**config.mk**
```make
export PLATFORM = sky130hd
export DESIGN_NAME = conv_window_issuer
export DESIGN_NICKNAME = d
export VERILOG_FILES = /design/src/rtl/conv_window_issuer.sv
export SDC_FILE = /design/constraint.sdc
export NUM_CORES = 1
export LEC_CHECK = 0
export CORE_AREA = 2 2 220 222
export CTS_BUF_LIST = sky130_fd_sc_hd__clkbuf_4
export DETAILED_ROUTE_END_ITERATION = 8
export DIE_AREA = 0 0 222 224
export HOLD_SLACK_MARGIN = 0.02
export PLACE_DENSITY = 0.76
export SLEW_MARGIN = 20
export SYNTH_ARGS = -nofsm -noshare
export SYNTH_HDL_FRONTEND = slang
export SYNTH_SLANG_ARGS = --single-unit
export TNS_END_PERCENT = 20
```
**constraint.sdc**
```tcl
create_clock -name clk -period 10.5 [get_ports clk]
set_input_delay 2.1 -clock clk [delete_from_list [all_inputs] [get_ports clk]]
set_output_delay 2.1 -clock clk [all_outputs]
set_load 0.05 [all_outputs]
```
**src/rtl/conv_window_issuer.sv**
```systemverilog
// conv_window_issuer: walks every valid 3x3 window of an img_w x img_h image
// (stride 1, no padding, raster order), fetches the nine pixels, hands the
// window plus nine weights to a 3x3 conv engine and writes each result.
// Optional build macro: CONV_RELU_EN -- when defined, negative results
// (sign bit set) are written as 0x0000; otherwise results pass unmodified.
module conv_window_issuer #(
    parameter int ADDR_W = 16
) (
    input  logic              clk,
    input  logic              rst_n,
    input  logic              start,
    input  logic [7:0]        img_w,
    input  logic [7:0]        img_h,
    input  logic [ADDR_W-1:0] base_in,
    input  logic [ADDR_W-1:0] base_out,
    input  logic [143:0]      w_in,
    output logic              rd_en,
    output logic [ADDR_W-1:0] rd_addr,
    input  logic [15:0]       rd_data,
    output logic              wr_en,
    output logic [ADDR_W-1:0] wr_addr,
    output logic [15:0]       wr_data,
    output logic [143:0]      im,
    output logic [143:0]      iw,
    output logic              conv_ready,
    input  logic              conv_valid,
    input  logic [15:0]       om,
    output logic              conv_rst_n,
    output logic              busy,
    output logic              done
);

    localparam logic [2:0] S_IDLE  = 3'd0;
    localparam logic [2:0] S_CLR   = 3'd1;
    localparam logic [2:0] S_FETCH = 3'd2;
    localparam logic [2:0] S_ISSUE = 3'd3;
    localparam logic [2:0] S_WAIT  = 3'd4;
    localparam logic [2:0] S_WRITE = 3'd5;
    localparam logic [2:0] S_DONE  = 3'd6;

    logic [2:0]        state_q, state_d;
    logic [7:0]        x_q, x_d, y_q, y_d;
    logic [3:0]        k_q, k_d;
    logic [7:0]        img_w_q, img_w_d, img_h_q, img_h_d;
    logic [ADDR_W-1:0] base_in_q, base_in_d, base_out_q, base_out_d;
    logic [143:0]      im_q, im_d, iw_q, iw_d;
    logic [15:0]       om_q, om_d;

    logic [7:0]        kx, ky, row_idx, col_idx, out_w;
    logic [15:0]       rd_row_off, wr_row_off;
    logic [ADDR_W-1:0] rd_addr_calc, wr_addr_calc;
    logic [15:0]       result;

    // Fetch address: k counts 0..8 across the window, row-major within it.
    always_comb begin
        kx           = {4'd0, k_q % 4'd3};
        ky           = {4'd0, k_q / 4'd3};
        row_idx      = y_q + ky;
        col_idx      = x_q + kx;
        rd_row_off   = {8'd0, row_idx} * {8'd0, img_w_q};
        rd_addr_calc = base_in_q + ADDR_W'(rd_row_off) + ADDR_W'(col_idx);
        out_w        = img_w_q - 8'd2;
        wr_row_off   = {8'd0, y_q} * {8'd0, out_w};
        wr_addr_calc = base_out_q + ADDR_W'(wr_row_off) + ADDR_W'(x_q);
    end

    // Result post-processing: optional ReLU on the fp16 sign bit.
    always_comb begin
`ifdef CONV_RELU_EN
        result = om_q[15] ? 16'h0000 : om_q;
`else
        result = om_q;
`endif
    end

    // Output decode; address/data buses read zero outside their strobes.
    always_comb begin
        rd_en      = (state_q == S_FETCH) && (k_q < 4'd9);
        rd_addr    = rd_en ? rd_addr_calc : '0;
        wr_en      = (state_q == S_WRITE);
        wr_addr    = wr_en ? wr_addr_calc : '0;
        wr_data    = wr_en ? result : 16'h0000;
        conv_ready = (state_q == S_ISSUE);
        done       = (state_q == S_DONE);
        busy       = (state_q != S_IDLE) && (state_q != S_DONE);
        conv_rst_n = rst_n && (state_q != S_CLR);
        im         = im_q;
        iw         = iw_q;
    end

    // Job sequencing: window walk, fetch/capture, engine handshake, write-back.
    always_comb begin
        state_d    = state_q;
        x_d        = x_q;
        y_d        = y_q;
        k_d        = k_q;
        img_w_d    = img_w_q;
        img_h_d    = img_h_q;
        base_in_d  = base_in_q;
        base_out_d = base_out_q;
        im_d       = im_q;
        iw_d       = iw_q;
        om_d       = om_q;
        case (state_q)
            S_IDLE: begin
                if (start) begin
                    if ((img_w >= 8'd3) && (img_h >= 8'd3)) begin
                        img_w_d    = img_w;
                        img_h_d    = img_h;
                        base_in_d  = base_in;
                        base_out_d = base_out;
                        iw_d       = w_in;
                        x_d        = 8'd0;
                        y_d        = 8'd0;
                        state_d    = S_CLR;
                    end else begin
                        state_d = S_DONE;
                    end
                end
            end
            S_CLR: begin
                k_d     = 4'd0;
                state_d = S_FETCH;
            end
            S_FETCH: begin
                // Data for request k-1 is valid while k is current.
                for (int i = 0; i < 9; i++) begin
                    if (k_q == 4'(i + 1)) begin
                        im_d[16*i +: 16] = rd_data;
                    end
                end
                if (k_q == 4'd9) begin
                    state_d = S_ISSUE;
                end else begin
                    k_d = k_q + 4'd1;
                end
            end
            S_ISSUE: begin
                state_d = S_WAIT;
            end
            S_WAIT: begin
                if (conv_valid) begin
                    om_d    = om;
                    state_d = S_WRITE;
                end
            end
            S_WRITE: begin
                if (x_q == img_w_q - 8'd3) begin
                    x_d = 8'd0;
                    if (y_q == img_h_q - 8'd3) begin
                        state_d = S_DONE;
                    end else begin
                        y_d     = y_q + 8'd1;
                        state_d = S_CLR;
                    end
                end else begin
                    x_d     = x_q + 8'd1;
                    state_d = S_CLR;
                end
            end
            S_DONE: begin
                state_d = S_IDLE;
            end
            default: begin
                state_d = S_IDLE;
            end
        endcase
    end

    // State registers with asynchronous active-low reset.
    always_ff @(posedge clk or negedge rst_n) begin
        if (!rst_n) begin
            state_q    <= S_IDLE;
            x_q        <= 8'd0;
            y_q        <= 8'd0;
            k_q        <= 4'd0;
            img_w_q    <= 8'd0;
            img_h_q    <= 8'd0;
            base_in_q  <= '0;
            base_out_q <= '0;
            im_q       <= '0;
            iw_q       <= '0;
            om_q       <= 16'h0000;
        end else begin
            state_q    <= state_d;
            x_q        <= x_d;
            y_q        <= y_d;
            k_q        <= k_d;
            img_w_q    <= img_w_d;
            img_h_q    <= img_h_d;
            base_in_q  <= base_in_d;
            base_out_q <= base_out_d;
            im_q       <= im_d;
            iw_q       <= iw_d;
            om_q       <= om_d;
        end
    end

endmodule

```
## Word level (Yosys, flattened, before mapping)

Cells that the tools add are included.

- Bits in registers: 375
- Input bits: 228
- Output and inout port bits: 342
- Word-level logic and storage cells: 106

- $add $sub $neg: 12
- Multiply operators: 2
- Divide/modulo/power cells: 2
- Order comparisons: 3
- Equal/unequal tests: 26
- Multiplexer cells: 19
- Reduce and logical (&&, ||, !) cells: 23

Operators with widths:

| kind | number |
|---|---|
| 2-to-1 mux 16 bit | 3 |
| 2-to-1 mux 8 bit | 5 |
| adder 16 bit | 2 |
| adder 16 x 8 -> 16 bit | 2 |
| multiplier 8 x 8 -> 16 bit | 2 |
| one-hot mux 8 bit (2 select lines) | 2 |
| subtractor 8 x 2 -> 8 bit, second input constant | 3 |
| AND reduction 2 bit | 11 |
| 2-to-1 mux 3 bit | 6 |
| one-hot mux 3 bit (6 select lines) | 1 |
| adder 8 x 1 -> 8 bit, second input constant | 2 |
| adder 8 x 4 -> 8 bit | 2 |
| equality test 4 x 3 -> 1 bit, second input constant | 4 |
| equality test 8 bit | 2 |
| greater-or-equal comparator 8 x 2 -> 1 bit, second input constant | 2 |
| inequality test 2 bit, second input constant | 5 |
| equality test 3 bit, second input constant | 3 |
| AND reduction 3 bit | 3 |
| equality test 4 x 2 -> 1 bit, second input constant | 2 |
| equality test 4 bit, second input constant | 2 |
| one-hot mux 4 bit (2 select lines) | 1 |
| equality test 3 x 2 -> 1 bit, second input constant | 2 |
| AND reduction 5 bit | 1 |
| adder 4 x 1 -> 4 bit, second input constant | 1 |
| 13 further kinds | 18 |

## Depth between registers and ports, before layout

Gate-level depths: netlist of the first run.

- Depth in word-level cells: 6
- Depth in mapped cells: 37
- Gate-level depth less buffers: 37

## Least setup slack after synthesis of the first run

No wires, ideal clock.

- Kind: flip-flop to output port
- Start: reg k_q[3]
- End: out rd_addr[13]
- Data arrival time: 8.442 ns
- Data required time: 8.400 ns
- Path slack: -0.042 ns
- Cell stages (with the launch flop): 35
- Buffers on the path: 0
- Cells stage by stage: dfrtp_1 nand2b_1 inv_1 ha_1 inv_1 ha_1 a21boi_0 xnor2_1 ha_1 nor2_1 and2_1 inv_1 ha_1 inv_1 fa_1 nor2b_1 o21ai_0 nor2_1 xor2_1 nand2_1 fa_1 inv_1 fa_1 inv_1 fa_1 inv_1 fa_1 inv_1 fa_1 inv_1 ha_1 o41a_1 a211o_1 nand3_1 nor3b_1

- Cells in the longest elaborated chain, start to end: 6
- Elaborated cells on any way between the ends: 10
- Classes of those cells: add/sub: 4; mul: 1; div: 2; order compare: 1; mux: 1; reduce/logical: 1

RTL lines:

| what | RTL line | RTL |
|---|---|---|
| from (decl) | 43 | `logic [3:0] k_q, k_d;` |
| from (signal assigned) | 188 | `k_q <= k_d;` |
| divider 4 x 2 -> 4 bit | 57 | `ky = {4'd0, k_q / 4'd3};` |
| adder 8 x 4 -> 8 bit | 58 | `row_idx = y_q + ky;` |
| multiplier 8 x 8 -> 16 bit | 60 | `rd_row_off = {8'd0, row_idx} * {8'd0, img_w_q};` |
| adder 16 bit | 61 | `rd_addr_calc = base_in_q + ADDR_W'(rd_row_off) + ADDR_W'(col_idx);` |
| adder 16 x 8 -> 16 bit | 61 |  |
| 2-to-1 mux 16 bit (*) | 79 | `rd_addr = rd_en ? rd_addr_calc : '0;` |
| to (decl) | 18 | `output logic [ADDR_W-1:0] rd_addr,` |

Every way passes the cells marked *; elsewhere a longest branch is shown, timed or not.

## Final worst setup path of the first run

- Start: reg k_q[2]
- End: out rd_addr[13]

Same word-level chain as after synthesis.

==> impl_metrics.json, run 1 <==
{
  "status": "finished, final reports clean",
  "io_pins": 570,
  "clockBufferDepth": 3,
  "min_from": "iw[140]",
  "synth_top_cell_by_area": "dfrtp_1",
  "ys.flop_type": "dfrtp_1",
  "r2r-end": "y_q[0]",
  "syn_nets": 2594,
  "netlist_top_cells_area": "dfrtp_1, nand2_1, fa_1, mux2_2, ha_1",
  "synth_async_sr_flop_share_pct": 100.0,
  "clkTransAtPathRegs_ps": 60,
  "syn_area_sq_mm": 0.02130,
  "vias_per_cell": 5.241,
  "io_buffers": 569,
  "min_path_type": "flip-flop to flip-flop",
  "rsz0062_at_grt": "yes",
  "hold_path_end": "iw[140]",
  "r2r_slack_ps": 6900,
  "clock_latency_ps": 870,
  "vias": 18220,
  "gp_congestion": 0.9328,
  "startpoint": "k_q[2]",
  "rows": 80,
  "ys_seq_area_share_pct": 44.06,
  "syn_avg_cell_area_sq_um": 9.952,
  "worst_slew_pin_slew_ps": 1102,
  "grt_pass1_vias": 18820,
  "numCtsBuffers": 103,
  "drive_above_1_share_pct": 15.50,
  "cpMostUsedCell": "fa_1",
  "peakVddDrop_uv": 259.1,
  "die-width_microns": 222,
  "crit_path_top_delay_cell": "fa_1",
  "final_util_pct": 62.32,
  "required_ps": 8400,
  "slowest_delay_ps": 530,
  "drc": 0,
  "maxSlewHeadroom_pct": 26.37,
  "clock-sinks": 375,
  "cts_tree": "done",
  "grt_pass1_wl_microns": 112400,
  "cts_root_buffer": "clkbuf_4",
  "seqPwrFrac_pct": 25.8,
  "wire_per_inst_microns": 21.48,
  "ys.warnings.count": 0,
  "p_sw_mw": 4.969,
  "hpwl_microns": 55150,
  "hold_path_depth": 2,
  "reg2reg_depth": 6,
  "drt_iter0_markers": 1151,
  "grt_max_degree": 163,
  "power_frac_clock_pct": 13.4,
  "p_sw_share_pct": 50.72,
  "finish.net_count": 3225,
  "synth_cells": 2140,
  "antenna_left": 0,
  "crit_type": "flip-flop to output port",
  "grt.overflow.total": 0,
  "max_freq_mhz": 96.02,
  "cts_hold_buf": 0,
  "h-tree-depth": 3,
  "power_frac_comb_pct": 60.8,
  "setup_viol": 0,
  "total_leakage_power_nw": 14.31,
  "dr.pass1.iters": 5,
  "end_kind": "output port",
  "p_int_mw": 4.828,
  "cap_violations": 0,
  "final.setup_skew_ps": 44.50,
  "start_kind": "flip-flop",
  "setup_tns_ps": 0,
  "antenna_found_initial": 28,
  "core_sq_mm": 0.04735,
  "crit_fanout": 5,
  "finalCritPeriodShare_pct": 99.18,
  "grt_usage_pct": 29.75,
  "post-synth-top-area-fraction_pct": 44.06,
  "r2r-start": "state_q[1]",
  "wirelength_microns": 74660,
  "start_util_pct": 44.98,
  "die-area_sq_mm": 0.04973,
  "finalHoldViolCount": 0,
  "p_total_mw": 9.797,
  "synth-seq-cells": 375,
  "holdWs_ps": 470.8,
  "final-max-slew-violation-count": 0,
  "critPathArrivalTime_ps": 8310,
  "period_needed_ps": 10410,
  "dieHeight_microns": 224,
  "yosysUniqueCellTypes": 60,
  "areaGrowthSynthToFinish_pct": 38.54,
  "p_per_area_mw_per_mm2": 332.0,
  "synth_edf_count": 0
}
state kept, by name, indices dropped and copies added (netlist names):
register / flops
iw: 144
y_q: 8
x_q: 8
img_h_q: 8
base_in_q: 16
base_out_q: 16
om_q: 16
im: 144
state_q: 3
k_q: 4
img_w_q: 8
worst max-delay path: cells and delay by family, from the launching register on:
| family | cells | cell delay (ps) |
|---|---|---|
| AOI/OAI and AO/OA | 4 | 1070 |
| buffers and inverters | 12 | 1090 |
| adders and majority gates | 11 | 3630 |
| xor gates and xnor gates | 2 | 290 |
| DFF | 1 | 450 |
| and+or+nand+nor | 7 | 920 |
power by group through the flow:
stage	Sequential, mW	Clock (mW)	Combinational [mW]
final	2.53	1.31	5.96
after floorplan	4.10	0	2.08
after global routing	2.59	1.42	6.33
after global placement	2.48	0	5.60
after detailed placement	2.52	0	5.68
after CTS	2.52	1.35	5.83
synthesized netlist by cell type, types with 8 or more instances:
library cell and number:
a211oi_1 11, fa_1 112, nor2b_1 25, ha_1 114, o21ai_0 42, xor2_1 27, a31oi_1 8, xnor2_1 43
nor3_1 25, nand2_1 642, and2_1 69, and3_1 12, inv_1 176, nand2b_1 10, buf_2 8, nor2_1 64
clkbuf_1 76, a21oi_1 28, dfrtp_1 375, mux2_2 163, nand3_1 19, a21o_1 9
through the flow:
stage | instances | setup slack (ps) | area [sq um]
final | 3476 | 85.70 | 29510
after global placement | 3253 | 302.6 | 27650
after detailed placement | 3253 | 15.20 | 27650
after floorplan | 2140 | 136.0 | 21300
after CTS | 3441 | 2.249 | 29210
after global routing | 3475 | -210.8 | 29500
cell type report:
class	count	area (sq um)
Inverter	177	669.4
Clock buffer	150	1126
Tap cell	615	769.5
Multi-Input combinational cell	1500	11210
Sequential cell	375	9388
Antenna cell	23	57.56
Fill cell	3897	17840
Clock inverter	22	133.9
Timing Repair Buffer	614	6151
layer usage:
layer / part of all wire (%) / wire, microns / up-vias / global-route usage (%)
met2: 50 / 37030 / 771 / 49.15
li1: - / - / 8157 / -
met1: 38 / 28000 / 9116 / 35.04
met5: 0.043 / 32 / - / 0
met3: 9.2 / 6869 / 168 / 10.41
met4: 3.7 / 2727 / 4 / 13.49
placed cells by master (no fill, tap or decap), drive strengths merged, types with 3 or more instances in the layout:
cell / instances
a31oi: 8
nor2b: 25
o31ai: 5
nand2: 642
a21oi: 29
and2: 69
and3: 12
buf: 55
nand2b: 10
o21ai: 42
a22oi: 3
o31a: 4
ha: 114
a211oi: 11
a21o: 9
nor3: 25
xor2: 27
clkinv: 19
nand3: 19
inv: 179
o21a: 6
nand4: 5
xnor2: 43
nor2: 64
diode: 23
clkdlybuf4s50: 558
or2: 7
or3: 5
mux2i: 6
fa: 112
clkbuf: 150
dfrtp: 375
mux2: 163
nor4: 6
worst max path at each step:
stage                             end
after floorplan           rd_addr[14]
after global placement    rd_addr[15]
after detailed placement  rd_addr[15]
after CTS                 rd_addr[14]
after global routing      rd_addr[13]
final                     rd_addr[13]
logic make-up after synthesis:
logic type / count (synthesis) / synth area share (%)
xor+xnor: 70 / 2.879
mux: 169 / 8.900
flops: 375 / 44.06
compound gates: 137 / 4.248
fa+ha+maj: 226 / 17.22
simple gates: 898 / 17.95
buf+inv: 265 / 4.735
repair_timing:
| item | CTS | global route |
|---|---|---|
| setup endpoints to repair | 12 | 10 |
| resized for setup | 42 | 26 |
| pin swaps | 24 | 27 |
| setup buffers | 16 | 11 |
| endpoints found under the hold margin | 0 | 0 |
Note: power is estimated with default switching activity, not from simulation.
==> run 2, diff against run 1 <==
--- a/config.mk
+++ b/config.mk
@@ -11,6 +11,7 @@
 export DIE_AREA = 0 0 222 224
 export HOLD_SLACK_MARGIN = 0.02
 export PLACE_DENSITY = 0.76
+export SKIP_CTS_REPAIR_TIMING = 1
 export SLEW_MARGIN = 20
 export SYNTH_ARGS = -nofsm -noshare
 export SYNTH_HDL_FRONTEND = slang
==> run 2 against run 1 <==
- the run now ends with negative setup slack left
- register-to-register slack is essentially flat
- die area is the same
- sequential share of layout area is 0.11 points higher
- clock skew grew 0.80 ps
- largest power group unchanged
- highest routed layer unchanged
==> impl_metrics.json, run 2 (synthesis gave the netlist of run 1 again) <==
{
  "status": "complete, but fails checks",
  "violations": "negative setup slack",
  "h-tree-depth": 3,
  "die-area_sq_mm": 0.04973,
  "clock_latency_ps": 870,
  "final_common_cell": "nand2_1",
  "antenna_found_initial": 28,
  "slowest_delay_ps": 530,
  "period_needed_ps": 10590,
  "grt_max_degree": 163,
  "cpMostUsedCell": "fa_1",
  "end_kind": "output port",
  "rsz0062_at_grt": "yes",
  "start_kind": "flip-flop",
  "vias": 18000,
  "crit_fanout": 8,
  "mostFrequentLayoutCells": "nand2_1, clkdlybuf4s50_1, dfrtp_1",
  "required_ps": 8400,
  "min_path_type": "flip-flop to flip-flop",
  "critPathArrivalTime_ps": 8490,
  "start_util_pct": 44.98,
  "drt_iter0_markers": 1120,
  "cts_root_buffer": "clkbuf_4",
  "grt_pass1_wl_microns": 111600,
  "crit_type": "flip-flop to output port",
  "r2r-start": "state_q[1]",
  "holdWs_ps": 470.1,
  "io_buffers": 569,
  "fin_ws_ps": -85.79,
  "final_cells": 3465,
  "worst_slew_pin_slew_ps": 1105,
  "r2r_slack_ps": 6890,
  "maxSlewHeadroom_pct": 26.14,
  "power_frac_comb_pct": 60.7,
  "p_int_mw": 4.813,
  "top_usage_layer": "met2",
  "reg2reg_depth": 6,
  "core_sq_mm": 0.04735,
  "r2r-end": "y_q[0]",
  "p_sw_mw": 4.959,
  "p_sw_share_pct": 50.75,
  "final-max-slew-violation-count": 0,
  "finish.net_count": 3213,
  "areaGrowthSynthToFinish_pct": 38.06,
  "numCtsBuffers": 103,
  "hold_path_depth": 2,
  "seqPwrFrac_pct": 25.9,
  "total_leakage_power_nw": 14.23,
  "setup_tns_ps": -157.3,
  "clock-sinks": 375,
  "setup_viol": 2,
  "hpwl_microns": 55150,
  "gp_congestion": 0.9328,
  "min_from": "iw[140]",
  "final.setup_skew_ps": 45.30,
  "dr.pass1.iters": 5,
  "wire_per_inst_microns": 21.47,
  "peakVddDrop_uv": 258.9,
  "cap_violations": 0,
  "grt.overflow.total": 0,
  "p_per_area_mw_per_mm2": 332.3,
  "clockBufferDepth": 3,
  "finalCritPeriodShare_pct": 100.8,
  "p_total_mw": 9.772,
  "crit_path_top_delay_cell": "fa_1",
  "place_ws_ps": 15.20,
  "dieHeight_microns": 224,
  "grt_pass1_vias": 18650,
  "hold_path_end": "iw[140]",
  "power_frac_clock_pct": 13.4,
  "drive_above_1_share_pct": 15.18,
  "clkTransAtPathRegs_ps": 60,
  "gr-usage-met3_pct": 10.39,
  "placed_cells_incl_taps": 3253,
  "grtUsageMet2_pct": 48.35,
  "finalHoldViolCount": 0,
  "grt_use_met1_pct": 35.00,
  "antenna_left": 0,
  "grt_usage_pct": 29.52,
  "drc": 0,
  "vias_per_cell": 5.195,
  "max_freq_mhz": 94.47,
  "rows": 80,
  "io_pins": 570,
  "wirelength_microns": 74400,
  "die-width_microns": 222,
  "cts_tree": "done"
}
-- run 2: cell count changes in the layout (fill, tap and decap cells not counted), moves of 2 or more --
cell     change
nand2_2      +3
xnor2_1      +2
buf_6        +2
xnor2_2      -2
inv_1        -2
inv_2        +2
a21oi_1      +2
nand2_1      -3
buf_4       -14
-- run 2: routing by layer --
layer  vias to the layer above  wire [microns]
met5                         -              32
met4                         4            2586
met3                       160            6571
met2                       738           37020
met1                      8969           28190
li1                       8131               -
-- run 2: how the worst max path moves through the flow --
stage	startpoint	end	slack (ps)	depth (start not counted)
floorplan	k_q[3]	rd_addr[14]	140	36
global placement	k_q[2]	rd_addr[15]	300	35
detailed placement	k_q[3]	rd_addr[15]	20	35
global route	k_q[2]	rd_addr[15]	-400	38
finish	k_q[2]	rd_addr[14]	-90	37
CTS	k_q[3]	rd_addr[15]	-950	35
-- run 2: through the flow --
step	util [%]	area (sq um)
6_report	62.11	29400
2_1_floorplan	-	21300
5_1_grt	62.11	29400
3_3_place_gp	58.40	27650
3_5_place_dp	58.40	27650
4_1_cts	61.07	28910
-- run 2: area by class of cell --
class	count	area, sq um
clock inverters	22	133.9
diodes	24	60.06
inverters	177	669.4
fillers	3915	17940
repair buffers	602	6068
flip-flops and latches	375	9387
clock buffers	150	1126
multi-input cells	1500	11190
well taps	615	769.5
-- run 2: critical path, delay by kind of cell (launching register included) --
family,cells,cell delay (ps)
flops,1,480
compound gates,4,660
buf+inv,11,910
simple gates,8,1320
fa+ha+maj,11,3770
xor+xnor,3,470
-- run 2: power by group through the flow --
| stage | Clock [mW] | Sequential [mW] | Combinational [mW] |
|---|---|---|---|
| 6_report | 1.31 | 2.53 | 5.93 |
| 5_1_grt | 1.42 | 2.60 | 6.30 |
| 4_1_cts | 1.35 | 2.51 | 5.71 |
| 3_5_place_dp | 0 | 2.52 | 5.68 |
| 3_3_place_gp | 0 | 2.48 | 5.60 |
| 2_1_floorplan | 0 | 4.10 | 2.08 |
